`src/rtl/alarm_responder.sv`:
```
// alarm_responder: turns the raw "time == alarm" level into a user-facing alarm.
// Blinks the LEDs and gates the buzzer while ringing. Handles STOP (push2) and
// SNOOZE (push3). Auto-silences after RING_SEC unanswered seconds, and flags
// that timeout through the sticky missed output.
module alarm_responder #(
  parameter int unsigned SNOOZE_SEC = 300,
  parameter int unsigned RING_SEC   = 60,
  parameter int unsigned MAX_SNOOZE = 3,
  parameter int unsigned CNT_W      = 9
) (
  input  logic       clk50,
  input  logic       reset_n,
  input  logic       tick_1hz,
  input  logic       alarm_match,
  input  logic       push2,
  input  logic       push3,
  output logic [7:0] ledg,
  output logic       buzzer,
  output logic [1:0] state_o,
  output logic [1:0] snooze_cnt,
  output logic       missed
);

  typedef enum logic [1:0] {
    StIdle    = 2'd0,
    StRinging = 2'd1,
    StSnooze  = 2'd2,
    StDone    = 2'd3
  } state_e;

  localparam logic [CNT_W-1:0] RingLoad   = CNT_W'(RING_SEC);
  localparam logic [CNT_W-1:0] SnoozeLoad = CNT_W'(SNOOZE_SEC);
  localparam logic [CNT_W-1:0] CntOne     = CNT_W'(1);

  // Button synchronizers. They reset to 1, the released level of an active-low button.
  logic [1:0] stop_sync_q;
  logic       stop_prev_q;
  logic [1:0] snz_sync_q;
  logic       snz_prev_q;
  logic       stop_press;
  logic       snz_press;

  // 2-FF synchronizer plus previous-value FF for edge detection on each button.
  always_ff @(posedge clk50 or negedge reset_n) begin
    if (!reset_n) begin
      stop_sync_q <= 2'b11;
      stop_prev_q <= 1'b1;
      snz_sync_q  <= 2'b11;
      snz_prev_q  <= 1'b1;
    end else begin
      stop_sync_q <= {stop_sync_q[0], push2};
      stop_prev_q <= stop_sync_q[1];
      snz_sync_q  <= {snz_sync_q[0], push3};
      snz_prev_q  <= snz_sync_q[1];
    end
  end

  // A press is the 1->0 edge of the synced level, so a held button counts once.
  assign stop_press = stop_prev_q & ~stop_sync_q[1];
  assign snz_press  = snz_prev_q & ~snz_sync_q[1];

  // Match edge detection.
  logic match_q;
  logic match_rise;

  // Delayed copy of alarm_match, updated every cycle.
  always_ff @(posedge clk50 or negedge reset_n) begin
    if (!reset_n) begin
      match_q <= 1'b0;
    end else begin
      match_q <= alarm_match;
    end
  end

  assign match_rise = alarm_match & ~match_q;

  // Main FSM state and datapath registers.
  state_e           state_q, state_d;
  logic [CNT_W-1:0] ring_cnt_q, ring_cnt_d;
  logic [CNT_W-1:0] snz_cnt_q, snz_cnt_d;
  logic             phase_q, phase_d;
  logic [1:0]       snooze_cnt_q, snooze_cnt_d;
  logic             missed_q, missed_d;
  logic [7:0]       ledg_q, ledg_d;
  logic             buzzer_q, buzzer_d;
  logic             snooze_allowed;

  assign snooze_allowed = 32'(snooze_cnt_q) < MAX_SNOOZE;

  // State and output registers. Outputs update on the same edge as the state.
  always_ff @(posedge clk50 or negedge reset_n) begin
    if (!reset_n) begin
      state_q      <= StIdle;
      ring_cnt_q   <= '0;
      snz_cnt_q    <= '0;
      phase_q      <= 1'b0;
      snooze_cnt_q <= 2'd0;
      missed_q     <= 1'b0;
      ledg_q       <= 8'h00;
      buzzer_q     <= 1'b0;
    end else begin
      state_q      <= state_d;
      ring_cnt_q   <= ring_cnt_d;
      snz_cnt_q    <= snz_cnt_d;
      phase_q      <= phase_d;
      snooze_cnt_q <= snooze_cnt_d;
      missed_q     <= missed_d;
      ledg_q       <= ledg_d;
      buzzer_q     <= buzzer_d;
    end
  end

  // Next-state logic. Priority is stop > snooze > tick: a button press loads
  // the counters and swallows a simultaneous tick.
  always_comb begin
    state_d      = state_q;
    ring_cnt_d   = ring_cnt_q;
    snz_cnt_d    = snz_cnt_q;
    phase_d      = phase_q;
    snooze_cnt_d = snooze_cnt_q;
    missed_d     = missed_q;

    // Stop acknowledges a missed alarm in any state.
    if (stop_press) begin
      missed_d = 1'b0;
    end

    unique case (state_q)
      StIdle: begin
        if (match_rise) begin
          state_d    = StRinging;
          ring_cnt_d = RingLoad;
          phase_d    = 1'b1;
        end
      end
      StRinging: begin
        if (stop_press) begin
          state_d = StDone;
        end else if (snz_press && snooze_allowed) begin
          state_d      = StSnooze;
          snz_cnt_d    = SnoozeLoad;
          snooze_cnt_d = snooze_cnt_q + 2'd1;
        end else if (tick_1hz) begin
          if (ring_cnt_q == CntOne) begin
            state_d  = StDone;
            missed_d = 1'b1;
          end else begin
            ring_cnt_d = ring_cnt_q - CntOne;
            phase_d    = ~phase_q;
          end
        end
      end
      StSnooze: begin
        // Further snooze presses are ignored here.
        if (stop_press) begin
          state_d = StDone;
        end else if (tick_1hz) begin
          if (snz_cnt_q == CntOne) begin
            state_d    = StRinging;
            ring_cnt_d = RingLoad;
            phase_d    = 1'b1;
          end else begin
            snz_cnt_d = snz_cnt_q - CntOne;
          end
        end
      end
      StDone: begin
        // Wait for the matching minute to end so the same match cannot re-arm.
        if (!alarm_match) begin
          state_d      = StIdle;
          snooze_cnt_d = 2'd0;
        end
      end
      default: begin
        state_d = StIdle;
      end
    endcase
  end

  // Output decode from the next state, so the outputs are registered with the state.
  always_comb begin
    ledg_d   = 8'h00;
    buzzer_d = 1'b0;
    if (state_d == StRinging && phase_d) begin
      ledg_d   = 8'hFF;
      buzzer_d = 1'b1;
    end else if (state_d == StSnooze) begin
      ledg_d = 8'h01;
    end
  end

  assign ledg       = ledg_q;
  assign buzzer     = buzzer_q;
  assign state_o    = state_q;
  assign snooze_cnt = snooze_cnt_q;
  assign missed     = missed_q;

endmodule

```
`config.mk`:
```
export PLATFORM = sky130hd
export DESIGN_NAME = alarm_responder
export DESIGN_NICKNAME = d
export VERILOG_FILES = /design/src/rtl/alarm_responder.sv
export SDC_FILE = /design/constraint.sdc
export NUM_CORES = 1
export LEC_CHECK = 0
export CORE_ASPECT_RATIO = 1.75
export CORE_MARGIN = 2
export CORE_UTILIZATION = 45
export CTS_CLUSTER_DIAMETER = 30
export DETAILED_ROUTE_END_ITERATION = 16
export PLACE_DENSITY = 0.66
export REMOVE_ABC_BUFFERS = 1
export SLEW_MARGIN = 20
export SYNTH_ARGS = -nofsm -noshare
export SYNTH_HDL_FRONTEND = slang
export SYNTH_SLANG_ARGS = --single-unit
```
`constraint.sdc`:
```
create_clock -name clk50 -period 2.4 [get_ports clk50]
set_input_delay 0.48 -clock clk50 [delete_from_list [all_inputs] [get_ports clk50]]
set_output_delay 0.48 -clock clk50 [all_outputs]
set_load 0.01 [all_outputs]
```
==> out/qor.txt <==
First DRT Iteration DRCs: 55
vias after detailed routing: 1,298
Place WS: 0.116 ns
Hold Buf Count CTS: 0
vias in the first global route: 1,334
Max-cap violations: 0
Die W: 50.4 um
postcts setup bufs: 0
global route total overflow: 0
die area: 4300 um2
CP Launch Type: flop
H-tree depth: 2
hold crit path type: flop to flop
CTS resizes: 0
placed instance count: 225
Worst Reg-to-Reg Cells: 6
hold depth: 0
DRC viols: 0
Initial Utilization: 46.8%
WS Path Type: flop to flop
IO Pins: 20
PD cells: 1070 nW/um2
PnR worst setup slack: 0.112 ns
CTS tree: yes
Final Util: 55.5%
HPWL Detailed: 2.65 mm
Final Hold Fails: 0
Clock Tree Root: clkbuf_8
ANT cells: 0
Final min period: 2.29 ns
Final Non-Filler Cells: 233
die outline height: 85.3 um
worst path bufs/invs: 0
Final Power: 2.16 mW
Mean Syn Cell Area: 10.4 um2
top_reg_cell synth: dfrtp_1
first-pass GRT wire length: 6.09 mm
leading area contributor after synthesis: dfrtp_1
commonest cells in the netlist: dfrtp_1, nand2_1, nand3_1
average wire per standard cell: 14.8 um
post-synth cell types: 46
Slew Limit Fails: 0
largest net degree at the start of global routing: 34
remaining antenna violation count: 0
crit-path cells: ha_1, or3b_2, nor3_2, a21oi_4, or4b_1, a21oi_1
Max clock buf depth: 2
I/O Buffers: 19
maximum VDD drop: 0.625 mV
Worst Path Arrival: 2.50 ns
YS warnings: 0
Cell Rows: 29
core area: 3630 um2
worst rel slew slack: 59.2%
Worst path top cell family by delay: simple AND/OR/NAND/NOR gates
Crit Path Max Fanout: 10
Seq cells post-synth: 33
clk_lat worst skew: 0.29 ns
gr usage total: 18.6%
clock skew: 0.00892 ns
setup repair after global routing missed its margin: yes
Seq/Total Area, Yosys: 49.1%
number of synthesized flops with an enable pin: 0
Slowest cell on crit path: or4b_1
Async S/R FF share, synth: 100%
Yosys top cell area share: 39.8%
P_leak: 0.789 nW
Worst-Margin Slew: 0.606 ns
Peak Freq: 0.437 GHz
Setup-failing EPs final: 0
WP data required: 2.61 ns
area grow syn2layout: 18.6%
Final #Nets: 197
CP Depth: 6
CP peak stage delay: 0.52 ns
Post-Synthesis Cells: 164
clock slew at reported path FFs: 0.07 ns
Placer Congestion: 0.795
status: finished clean
total CTS buffers: 5
DR pass1 iterations: 4
final wirelength: 3.45 mm
Avg Vias per Cell: 5.57
share of cells above drive strength 1: 16.6%
most frequent cell after synthesis: dfrtp_1
synthesized cell area: 1700 um2
Sink Count: 33
top cells by area, synth: dfrtp_1, dfstp_2, ha_1
Final Cycle Share: 95.3%
initial antenna violation count: 0
TNS Setup: 0 ns
Crit. End Element: flop
-- layout by cell type (no fill, tap or decap), types with 6 or more instances in the layout --
cell type,netlist,final
nor3_1,6,6
dfrtp_1,27,27
nand2_1,13,13
dfstp_2,6,6
o21ai_0,8,8
clkdlybuf4s50_1,0,19
clkbuf_8,0,6
inv_1,7,7
buf_4,7,6
nand3_1,12,12
-- metal layers --
layer | wire length (um) | vias up | track usage [%]
met5 | 0 | - | 0
met4 | 84 | 0 | 8.11
met2 | 1900 | 21 | 33.7
met1 | 1390 | 637 | 20.1
met3 | 82 | 9 | 4.23
li1 | - | 631 | -
-- state kept, by name, indices dropped and copies added, names as in the netlist --
name,flops
missed,1
ring_cnt_q,9
snz_sync_q,2
stop_sync_q,2
ledg,2
phase_q,1
match_q,1
snz_cnt_q,9
state_o,2
snz_prev_q,1
snooze_cnt,2
stop_prev_q,1
-- kinds of logic after synthesis --
kind of cell / after synthesis / share of synthesized area (%)
and+or+nand+nor: 73 / 25.5
DFF: 33 / 49.1
AOI/OAI and AO/OA: 29 / 12.4
buffers and inverters: 17 / 5.75
xor gates and xnor gates: 7 / 3.61
adders and majority gates: 5 / 3.68
-- worst reg2reg max path, stage by stage, from the launching register on --
cell and delay (ns):
dfrtp_1 0.41, ha_1 0.22, or3b_2 0.50, nor3_2 0.29, a21oi_4 0.10, or4b_1 0.52
a21oi_1 0.17
-- area by class of cell --
class | count | area (um2)
clock buffers | 7 | 86.3
clock inverters | 1 | 7.51
fillers | 333 | 1620
inverters | 7 | 26.3
multi-input cells | 114 | 767
flip-flops and latches | 33 | 833
well taps | 46 | 57.6
repair buffers | 25 | 235
-- worst paths after layout --
check	end	start	slack, ns
worst max-delay path	snz_cnt_q[6]	snooze_cnt[0]	0.11
worst min-delay path	stop_sync_q[1]	stop_sync_q[0]	0.36
worst max register to register	snz_cnt_q[6]	snooze_cnt[0]	0.11
worst min register to register	stop_sync_q[1]	stop_sync_q[0]	0.36
max in group asynchronous	snz_prev_q	reset_n	1.47
min in group asynchronous	snz_cnt_q[0]	reset_n	0.59
-- where the power goes --
group | internal (mW) | leakage (nW) | switching [mW] | total, mW
clock network | 0.233 | 0.0445 | 0.199 | 0.432
registers | 0.717 | 0.389 | 0.177 | 0.893
logic | 0.417 | 0.356 | 0.420 | 0.837
-- through the flow --
| stage | hold WS, ns | cell area [um2] |
|---|---|---|
| floorplan | 0.184 | 1630 |
| global placement | 0.347 | 1920 |
| detailed placement | 0.350 | 1920 |
| CTS | 0.360 | 2010 |
| global route | 0.361 | 2010 |
| finish | 0.358 | 2010 |
(Power assumes the default switching activity.)
